--- config.mk ---
export PLATFORM = sky130hd
export DESIGN_NAME = bram_read_arbiter
export DESIGN_NICKNAME = d
export VERILOG_FILES = /design/src/rtl/bram_read_arbiter.sv
export SDC_FILE = /design/constraint.sdc
export NUM_CORES = 1
export LEC_CHECK = 0
export BUFFER_PORTS_ARGS = -buffer_cell sky130_fd_sc_hd__buf_2
export CAP_MARGIN = 20
export CELL_PAD_IN_SITES_DETAIL_PLACEMENT = 1
export CELL_PAD_IN_SITES_GLOBAL_PLACEMENT = 1
export CORE_UTILIZATION = 25
export CTS_BUF_LIST = sky130_fd_sc_hd__clkbuf_2
export CTS_CLUSTER_DIAMETER = 100
export DETAILED_ROUTE_END_ITERATION = 10
export GPL_TIMING_DRIVEN = 0
export PLACE_DENSITY = 0.58
export SYNTH_ARGS = -nofsm -noshare
export SYNTH_HDL_FRONTEND = slang
export SYNTH_SLANG_ARGS = --single-unit
--- constraint.sdc ---
create_clock -name arb_clk -period 4 [get_ports arb_clk]
set_input_delay 0.2 -clock arb_clk [delete_from_list [all_inputs] [get_ports arb_clk]]
set_output_delay 0.2 -clock arb_clk [all_outputs]
set_load 0.02 [all_outputs]
--- src/rtl/bram_read_arbiter.sv ---
// Round-robin arbiter sharing one BRAM read port between N_REQ requesters.
// One read outstanding at a time; a watchdog turns a read the BRAM never
// completes into an error completion so no requester can hang.
module bram_read_arbiter #(
  parameter int unsigned N_REQ          = 2,
  parameter int unsigned TIMEOUT_CYCLES = 1024,
  parameter logic [31:0] ERR_DATA       = 32'h0
) (
  input  logic                  arb_clk,
  input  logic                  arb_rst_n,
  input  logic [N_REQ-1:0]      req_start_read,
  input  logic [32*N_REQ-1:0]   req_addr,
  output logic [N_REQ-1:0]      req_complete,
  output logic                  req_error,
  output logic [31:0]           rd_data,
  output logic [2:0]            grant_id,
  output logic                  arb_busy,
  output logic                  bram_start_read,
  output logic [31:0]           bram_addr,
  input  logic                  bram_complete,
  input  logic [31:0]           bram_read_data
);

  typedef enum logic [1:0] {
    S_IDLE,
    S_WAIT,
    S_RESP
  } state_t;

  state_t             state_q, state_d;
  logic [2:0]         ptr_q, ptr_d;
  logic [31:0]        cnt_q, cnt_d;
  logic [2:0]         grant_q, grant_d;
  logic [31:0]        addr_q, addr_d;
  logic               start_q, start_d;
  logic [N_REQ-1:0]   comp_q, comp_d;
  logic               err_q, err_d;
  logic [31:0]        data_q, data_d;

  logic               arb_found;
  logic [2:0]         arb_idx;
  logic [31:0]        arb_addr;
  logic [31:0]        cand;
  logic               timeout_hit;

  // Round-robin search: first requesting slot starting just above the pointer, with wrap
  always_comb begin
    arb_found = 1'b0;
    arb_idx   = '0;
    cand      = '0;
    for (int unsigned k = 1; k <= N_REQ; k++) begin
      cand = (32'(ptr_q) + k) % N_REQ;
      for (int unsigned i = 0; i < N_REQ; i++) begin
        if (!arb_found && (cand == i) && req_start_read[i]) begin
          arb_found = 1'b1;
          arb_idx   = 3'(i);
        end
      end
    end
  end

  // Address of the winning slot
  always_comb begin
    arb_addr = '0;
    for (int unsigned i = 0; i < N_REQ; i++) begin
      if (arb_idx == 3'(i)) begin
        arb_addr = req_addr[32*i +: 32];
      end
    end
  end

  assign timeout_hit = (TIMEOUT_CYCLES != 0) && (cnt_q == TIMEOUT_CYCLES - 1);

  // Next-state logic for the IDLE/WAIT/RESP handshake FSM and its registered outputs
  always_comb begin
    state_d = state_q;
    ptr_d   = ptr_q;
    cnt_d   = cnt_q;
    grant_d = grant_q;
    addr_d  = addr_q;
    start_d = start_q;
    comp_d  = comp_q;
    err_d   = err_q;
    data_d  = data_q;
    case (state_q)
      S_IDLE: begin
        if (arb_found) begin
          grant_d = arb_idx;
          addr_d  = arb_addr;
          start_d = 1'b1;
          ptr_d   = arb_idx;
          cnt_d   = '0;
          state_d = S_WAIT;
        end
      end
      S_WAIT: begin
        // A genuine completion takes precedence over a watchdog expiry in the same cycle
        if (bram_complete || timeout_hit) begin
          data_d  = bram_complete ? bram_read_data : ERR_DATA;
          err_d   = !bram_complete;
          start_d = 1'b0;
          for (int unsigned i = 0; i < N_REQ; i++) begin
            comp_d[i] = (grant_q == 3'(i));
          end
          state_d = S_RESP;
        end else if (cnt_q != '1) begin
          cnt_d = cnt_q + 32'd1;
        end
      end
      S_RESP: begin
        // Requests are deliberately not sampled here so the granted slot can drop its level
        comp_d  = '0;
        err_d   = 1'b0;
        state_d = S_IDLE;
      end
      default: begin
        state_d = S_IDLE;
      end
    endcase
  end

  // State and output registers; reset aborts any read without a completion
  always_ff @(posedge arb_clk or negedge arb_rst_n) begin
    if (!arb_rst_n) begin
      state_q <= S_IDLE;
      ptr_q   <= 3'(N_REQ - 1);
      cnt_q   <= '0;
      grant_q <= '0;
      addr_q  <= '0;
      start_q <= 1'b0;
      comp_q  <= '0;
      err_q   <= 1'b0;
      data_q  <= '0;
    end else begin
      state_q <= state_d;
      ptr_q   <= ptr_d;
      cnt_q   <= cnt_d;
      grant_q <= grant_d;
      addr_q  <= addr_d;
      start_q <= start_d;
      comp_q  <= comp_d;
      err_q   <= err_d;
      data_q  <= data_d;
    end
  end

  assign req_complete    = comp_q;
  assign req_error       = err_q;
  assign rd_data         = data_q;
  assign grant_id        = grant_q;
  assign arb_busy        = (state_q != S_IDLE);
  assign bram_start_read = start_q;
  assign bram_addr       = addr_q;

endmodule

==> metrics.txt, run 1 <==
reg2reg setup slack 1.37 ns; worst endpoint required time 4.56 ns; RSZ-0062 raised after global routing no; largest net degree at the start of global routing 60; Sink Count roughly 100; Resized Gates After CTS 0; Rows 51; DRT Wirelength approximately 18000 um; CTS H-tree depth 3; routability cong. between 0.7 and 0.8; DRC viols 0; Core Area just under 20000 um^2; FMAX 380 MHz; Clock Tree Buf Depth 2; starting density of the core 0.257; post-synthesis register bit count around 100; post-synthesis sequential area ratio 0.515; fin crit period 2.63 ns; CTS tree done; Setup CP Type flip-flop to flip-flop; Post-synth EDFFs 0; number of global-route vias before repair ~5500; die area roughly 21000 um^2; Fillers 2337; Remaining Overflow, GRT 0; die width about 140 um; Pwr Density between 500 and 600 nW/um^2; Vias/cell 4.84; fraction of layout cells with a size suffix above 1 0.299; Avg Cell Area, Syn around 11 um^2; Final setup viols 0; Critical Path Sink Type flip-flop; I/O Pins between 150 and 200; post-DP HPWL around 12000 um; Worst-path clk slew 0.29 ns; IO buf count between 150 and 200; slew margin rel. 0.433; Max Slew Vio Count 0; final core utilization 0.375; leak pwr roughly 3.5 nW; worst-path fanout max 10; met2 Usage GRT 0.312; post-synthesis cell area ~5100 um^2; Global Route met1 Usage 0.220; nets roughly 860; DR iter-0 viols just over 200; min-delay worst type primary input to flip-flop; Gate Count Post-Synth between 400 and 500; Yosys top cell by area dfrtp_1; ANT nets after route 0; P&R area growth vs syn 45.9%; Most Crowded Layer GR met2; Clock Root Buffer clkbuf_2; GRT Total Usage 0.181; Clk Latency, worst-skew pair roughly 0.64 ns; period utilization 0.658; Critical Path AT between 3 and 4 ns; Worst setup SP type flip-flop; Synth warnings 0; Max-Cap Viols 0; TNS Setup 0 ns; ys flop type dfrtp_1; FFs w/ async S/R, synth 1.00; Worst VDD drop roughly 0.26 mV; GR Util met3 0.0467; initial antenna violation count 1; die height ~140 um; CTS buffer count 9; Final Skew between 0.03 and 0.04 ns; vias between 4000 and 5000; Avg WL per Cell between 15 and 20 um; first-pass GRT wire length a little under 30000 um; Worst-Margin Slew 0.844 ns; final hold vios 0; drt pass-1 iters 4; synth unique cells 53; outcome complete, no violations; synth top area cells dfrtp_1 (51%), mux2i_1 (6.5%), a22o_1 (6.2%); top cell type's share of synthesized area 0.510
[area by class of cell]
class / count / area, um^2 / share of cell area
Antenna cell: 1 / 2.50 / 0.000339
Inverter: 6 / 22.5 / 0.00305
Tap cell: 265 / 332 / 0.0450
Sequential cell: 104 / 2600 / 0.353
Clock inverter: 6 / 50.0 / 0.00679
Clock buffer: 10 / 50.0 / 0.00679
Timing Repair Buffer: 271 / 1880 / 0.255
Buffer: 35 / 211 / 0.0287
Multi-Input combinational cell: 330 / 2220 / 0.301
[critical path: stages, from the launching register on]
cell     delay, ns
dfrtp_1       0.49
ha_1          0.27
and4_4        0.29
nand4_4       0.10
nor4_4        0.79
a21oi_2       0.18
buf_2         0.27
a31oi_1       0.21
[path summary, 6_finish.rpt]
path                                          start                     endpoint  depth (start not counted)
setup reg to reg               cnt_q[0]$_DFFE_PN0P_        cnt_q[19]$_DFFE_PN0P_                          7
hold reg to reg            bram_addr[7]$_DFFE_PN0P_     bram_addr[7]$_DFFE_PN0P_                          2
min in group asynchronous                 arb_rst_n         cnt_q[2]$_DFFE_PN0P_                          2
setup / recovery               cnt_q[0]$_DFFE_PN0P_        cnt_q[19]$_DFFE_PN0P_                          7
hold / removal                    req_start_read[1]  bram_start_read$_DFFE_PN0P_                          4
max in group asynchronous                 arb_rst_n         ptr_q[0]$_DFFE_PN1P_                          3
[cells in the final DEF, fill, tap and decap left out, types with 6 or more instances in the layout]
master / netlist / layout
a31oi_1: 29 / 29
buf_2: 7 / 176
buf_6: 8 / 8
a21oi_1: 13 / 13
and3_1: 15 / 15
mux2i_1: 33 / 33
clkbuf_1: 17 / 17
inv_1: 6 / 6
nand3_1: 9 / 9
nor4_1: 6 / 6
and4_1: 7 / 7
nor3_1: 9 / 9
dlygate4sd3_1: 0 / 100
a22o_1: 36 / 36
nand2_1: 62 / 62
nand4_1: 6 / 6
o21ai_0: 40 / 40
dfrtp_1: 103 / 103
clkbuf_2: 0 / 10
o21a_1: 9 / 9
nor2_1: 7 / 7
[report_power, final]
group	switching [mW]	total [mW]	internal (mW)	leakage, nW
Sequential	0.273	1.71	1.44	1.33
Clock	0.400	0.495	0.0947	0.0648
Combinational	1.32	2.15	0.831	2.11
Total	1.99	4.35	2.36	3.51
[stage by stage]
stage | cells | setup slack, ns | hold slack [ns] | power (mW) | instance area [um^2]
CTS | 1027 | 1.38 | 0.00382 | 4.37 | 7370
global route | 1028 | 1.16 | 0.0487 | 4.66 | 7370
detailed placement | 911 | 1.42 | 0.265 | 3.75 | 6270
floorplan | 475 | 1.90 | -0.0956 | 2.96 | 5060
global placement | 910 | 1.44 | 0.410 | 3.69 | 6240
finish | 1028 | 1.37 | 0.0642 | 4.35 | 7370
[synth_stat cells, types with 2 or more instances]
library cell / count
dfrtp_1: 103
nand2_1: 62
o21ai_0: 40
a22o_1: 36
mux2i_1: 33
a31oi_1: 29
clkbuf_1: 17
and3_1: 15
a21oi_1: 13
nand3_1: 9
nor3_1: 9
o21a_1: 9
buf_6: 8
and4_1: 7
buf_2: 7
nor2_1: 7
inv_1: 6
nand4_1: 6
nor4_1: 6
a21boi_0: 3
a221o_1: 3
a41oi_1: 3
buf_4: 3
nand2b_1: 3
o22a_1: 3
o31a_2: 3
a2bb2oi_1: 2
nor4_4: 2
o21ba_2: 2
o31ai_1: 2
[sequential cells by signal, summed over array words and instances (netlist names)]
signal	flops
req_complete	2
ptr_q	1
rd_data	32
cnt_q	32
state_q	2
bram_start_read	1
grant_id	1
bram_addr	32
req_error	1
[routing by layer]
layer	share of wire	wire (um)
met1	0.42	7480
met2	0.51	9100
met3	0.058	1030
met4	0.016	282
met5	0	0
[what timing repair did]
action | CTS | global route
endpoints found under the hold margin | 136 | 0
hold buffers | 100 | 0
setup buffers | 0 | 0
endpoints found under the setup margin | 0 | 0
[cell families (layout without fill, tap and decap cells)]
kind of cell / after synthesis / in the layout / synth area share
compound gates: 154 / 154 / 0.214
simple gates: 139 / 139 / 0.154
other cells: 1 / 3 / 0.000742
mux: 34 / 34 / 0.0676
buf+inv: 41 / 328 / 0.0463
flops: 104 / 104 / 0.515
fa+ha+maj: 1 / 1 / 0.00248
(Power assumes the default switching activity.)
==> run 2: changes to the inputs <==
PLACE_DENSITY = 0.61   (was 0.58)
clock period = 2.13 ns   (was 4 ns; I/O delays follow)
==> metrics.txt, run 2 (same netlist as run 1, synthesis figures left out) <==
outcome finished with violations; failing checks negative setup slack; Avg WL per Cell approximately 19 um; Design Area, Final roughly 8000 um^2; die area between 20000 and 25000 um^2; commonest non-fill, non-tap cell in the layout buf_2; worst endpoint required time roughly 2.7 ns; Pwr Density approximately 1100 nW/um^2; Critical Path AT approximately 2.8 ns; final hold vios 0; Vias/cell roughly 5; DR iter-0 viols ~210; Worst-path clk slew 0.33 ns; period utilization 1.06; ANT nets after route 0; Total Power between 8 and 9 mW; FMAX 442 MHz; CTS buffer count 9; Worst-Margin Slew between 0.7 and 0.8 ns; reg2reg setup slack -0.13 ns; min-delay worst type primary input to asynchronous set/reset pin; Critical Path Sink Type flip-flop; Fin Hold WS between 0.005 and 0.006 ns; DP Worst Slack -0.465 ns; Worst VDD drop between 0.4 and 0.5 mV; Non-Filler Instances 1060; largest net degree at the start of global routing 55; RSZ-0062 raised after global routing yes; Rows between 50 and 60; placed cells 911; die width ~140 um; nets a little under 900; CTS H-tree depth 3; Max-Cap Viols 0; Clock Root Buffer clkbuf_2; number of global-route vias before repair ~5700; DRT Wirelength 19900 um; final core utilization 0.417; P&R area growth vs syn 62.3%; Worst setup SP type flip-flop; GRT Total Usage 0.189; slew margin rel. 0.525; placed inst area between 6000 and 7000 um^2; Core Area 19700 um^2; IO buf count 170; routability cong. about 0.78; initial antenna violation count 1; fraction of layout cells with a size suffix above 1 0.392; die height around 140 um; Final Skew roughly 0.045 ns; Setup CP Type flip-flop to flip-flop; Clock Tree Buf Depth 2; commonest cells after routing, fill and taps aside buf_2 (173), dlygate4sd3_1 (101), dfrtp_1 (89); post-DP HPWL about 12000 um; vias approximately 5300; first-pass GRT wire length approximately 30000 um; drt pass-1 iters 4; leak pwr about 3.8 nW; I/O Pins 173; Sink Count 104; DRC viols 0; fin crit period between 2 and 2.5 ns; worst-path fanout max 6; final worst setup slack -0.130 ns; CTS tree done; TNS Setup -3.90 ns; Final setup viols 55; Max Slew Vio Count 0; Clk Latency, worst-skew pair between 0.6 and 0.7 ns; starting density of the core 0.257; Remaining Overflow, GRT 0
## run 2: area by class of cell
class	count	area, um^2
diodes	2	5.00
plain buffers	32	265
clock buffers	9	45.0
clock inverters	6	76.3
fillers	2270	11500
inverters	6	22.5
multi-input cells	332	2590
flip-flops and latches	104	2620
well taps	265	332
repair buffers	304	2240
## run 2: routing by layer
metal  routed length (um)  vias to the layer above  global-route usage
met2                10300                      172               0.334
met3                 1110                       30              0.0440
met5                    0                        -                   0
li1                     -                     2409                   -
met1                 8080                     2704               0.219
met4                  383                        0              0.0759
## run 2: critical path, stage by stage, from the launching register on
cell and delay [ns]:
dfrtp_1 0.47, or4_4 0.55, nor4_4 0.29, buf_6 0.16, buf_6 0.10, a21o_4 0.15, nand2_8 0.09, clkbuf_16 0.19
a22o_1 0.22
## run 2: report_power, final
| part | internal, mW | leakage, nW | switching, mW |
|---|---|---|---|
| Combinational | 1.85 | 2.39 | 2.79 |
| Sequential | 2.71 | 1.31 | 0.518 |
| Clock | 0.289 | 0.0749 | 0.743 |
| Total | 4.85 | 3.77 | 4.05 |
## run 2: repair_timing
action / 4_1_cts / 5_1_grt
gates cloned: 6 / 3
buffers inserted: 18 / 7
resized for setup: 39 / 64
pin swaps: 37 / 12
hold endpoints to repair: 173 / 0
endpoints found under the setup margin: 69 / 69
hold buffers: 101 / 0
## run 2: final timing paths
| kind | startpoint | endpoint | depth (start not counted) |
|---|---|---|---|
| max | cnt_q[20]$_DFFE_PN0P_ | rd_data[28]$_DFFE_PN0P_ | 8 |
| max in group asynchronous | arb_rst_n | ptr_q[0]$_DFFE_PN1P_ | 3 |
| max reg2reg | cnt_q[20]$_DFFE_PN0P_ | rd_data[28]$_DFFE_PN0P_ | 8 |
| min reg2reg | bram_addr[25]$_DFFE_PN0P_ | bram_addr[25]$_DFFE_PN0P_ | 2 |
| min in group arb_clk | bram_read_data[3] | rd_data[3]$_DFFE_PN0P_ | 3 |
| min | arb_rst_n | cnt_q[7]$_DFFE_PN0P_ | 2 |
==> run 3: changes to the inputs <==
CTS_BUF_LIST = sky130_fd_sc_hd__clkbuf_8   (was sky130_fd_sc_hd__clkbuf_2)
==> metrics.txt, run 3 (same netlist as run 1, synthesis figures left out) <==
outcome finished with violations; failing checks negative setup slack; slew margin rel. 0.528; drt pass-1 iters 5; worst-path fanout max 5; nets between 800 and 900; FMAX ~440 MHz; RSZ-0062 raised after global routing yes; Diodes inserted 0; Vias/cell 5.01; die area 20800 um^2; placed inst area around 6300 um^2; Max-Cap Viols 0; CP most frequent cell buf_6; Pwr Density 1170 nW/um^2; leak pwr 3.57 nW; Rows 51; Design Area, Final between 7000 and 8000 um^2; GRT Total Usage 0.169; first-pass GRT wire length approximately 27000 um; fraction of layout cells with a size suffix above 1 0.418; worst endpoint required time around 2.4 ns; Clk Latency, worst-skew pair between 0.3 and 0.4 ns; Avg WL per Cell around 18 um; commonest cells after routing, fill and taps aside buf_2 (172), dfrtp_1 (94), nand2_1 (62); IO buf count between 150 and 200; number of global-route vias before repair approximately 5300; final worst setup slack -0.132 ns; Remaining Overflow, GRT 0; routability cong. 0.780; Sink Count 104; DRT Wirelength ~18000 um; P&R area growth vs syn 52.5%; Fillers between 2000 and 2500; ANT nets after route 0; Worst-Margin Slew 0.709 ns; DR iter-0 viols roughly 210; Worst VDD drop ~0.5 mV; slowest CP cell or4_4; final core utilization 0.392; die width between 100 and 150 um; Clock Root Buffer clkbuf_8; vias about 5000; CTS H-tree depth 3; starting density of the core 0.257; I/O Pins between 150 and 200; period utilization 1.06; DRC viols 0; largest net degree at the start of global routing 55; Worst-path clk slew 0.11 ns; Critical Path AT about 2.5 ns; CTS buffer count 9; CP top delay family simple AND/OR/NAND/NOR gates; Final setup viols 48; post-DP HPWL approximately 12000 um; Cell Chain, Critical Path or4_4, nor4_4, buf_6, buf_6, a21o_4, nand2_8, buf_6, a22o_1; worst path bufs/invs 3; Setup CP Type flip-flop to flip-flop; initial antenna violation count 0; fin crit period ~2.3 ns; commonest non-fill, non-tap cell in the layout buf_2; final hold vios 0; Clock Tree Buf Depth 2; Worst setup SP type flip-flop; Max Slew Vio Count 0; Critical Path Sink Type flip-flop; die height around 140 um; Core Area roughly 20000 um^2; min-delay worst type primary input to flip-flop; Final Skew about 0.015 ns; CP peak stage delay 0.53 ns; CTS tree done
run 3: changes by cell type in the layout (fill, tap and decap cells not counted), moves of 3 or more:
| cell | previous run | this run |
|---|---|---|
| buf_6 | 16 | 19 |
| buf_8 | 4 | 1 |
| clkbuf_2 | 10 | 2 |
| clkbuf_8 | 0 | 9 |
| dfrtp_1 | 89 | 94 |
| dfrtp_2 | 14 | 9 |
| dlygate4sd3_1 | 101 | 45 |
run 3: final timing paths:
| path | from | to | slack [ns] | cells after the start |
|---|---|---|---|---|
| max in group asynchronous | arb_rst_n | ptr_q[0]$_DFFE_PN1P_ | 1.06 | 3 |
| min in group asynchronous | arb_rst_n | cnt_q[7]$_DFFE_PN0P_ | 0.29 | 2 |
| setup reg to reg | cnt_q[22]$_DFFE_PN0P_ | rd_data[8]$_DFFE_PN0P_ | -0.13 | 8 |
| hold / removal | req_addr[24] | bram_addr[24]$_DFFE_PN0P_ | 0.005 | 3 |
| hold reg to reg | bram_addr[25]$_DFFE_PN0P_ | bram_addr[25]$_DFFE_PN0P_ | 0.49 | 2 |
| setup / recovery | cnt_q[22]$_DFFE_PN0P_ | rd_data[8]$_DFFE_PN0P_ | -0.13 | 8 |
run 3: per-stage QoR:
stage / setup slack, ns / hold slack [ns] / setup TNS, ns / cells / power (mW)
2_1_floorplan: 0.0318 / -0.189 / 0 / 475 / 5.56
3_3_place_gp: -0.393 / 0.316 / -41.46 / 910 / 6.92
3_5_place_dp: -0.465 / 0.195 / -14.13 / 911 / 7.06
4_1_cts: -0.0999 / 0.000332 / -3.02 / 991 / 8.77
5_1_grt: -0.197 / 0.0133 / -7.83 / 1001 / 9.57
6_report: -0.132 / 0.00486 / -4.22 / 1001 / 9.02
run 3: layer usage:
layer	routed length (um)	GRT usage	share of wire
met1	7290	0.206	0.41
met2	9010	0.293	0.51
met4	281	0.0460	0.016
met3	1090	0.0437	0.061
met5	0	0	0
run 3: final cells by class:
class	count	area, um^2	area share
inverter	6	22.5	0.00292
clock inverter	6	76.3	0.00990
sequential	104	2620	0.339
buffer	32	267	0.0346
tap	265	332	0.0430
clock buffer	9	124	0.0161
multi-input combinational	332	2620	0.340
timing repair buffer	247	1650	0.214
run 3: where the power goes:
part,internal [mW],total (mW),switching [mW]
Sequential,2.71,3.22,0.513
Clock,0.559,1.32,0.766
Combinational,1.77,4.47,2.70
Total,5.04,9.02,3.97
run 3: worst min-delay path: cells and delay by family:
| kind | cells | cell delay, ns |
|---|---|---|
| buffers and inverters | 1 | 0.07 |
| muxes | 1 | 0.05 |
| AOI/OAI and AO/OA | 1 | 0.14 |
run 3: repair_timing:
action	in CTS	in global routing
endpoints found under the setup margin	68	94
buffers inserted	16	9
hold buffers	44	1
endpoints found under the hold margin	90	1
gates cloned	6	2
resized for setup	34	67
pin swaps	45	20
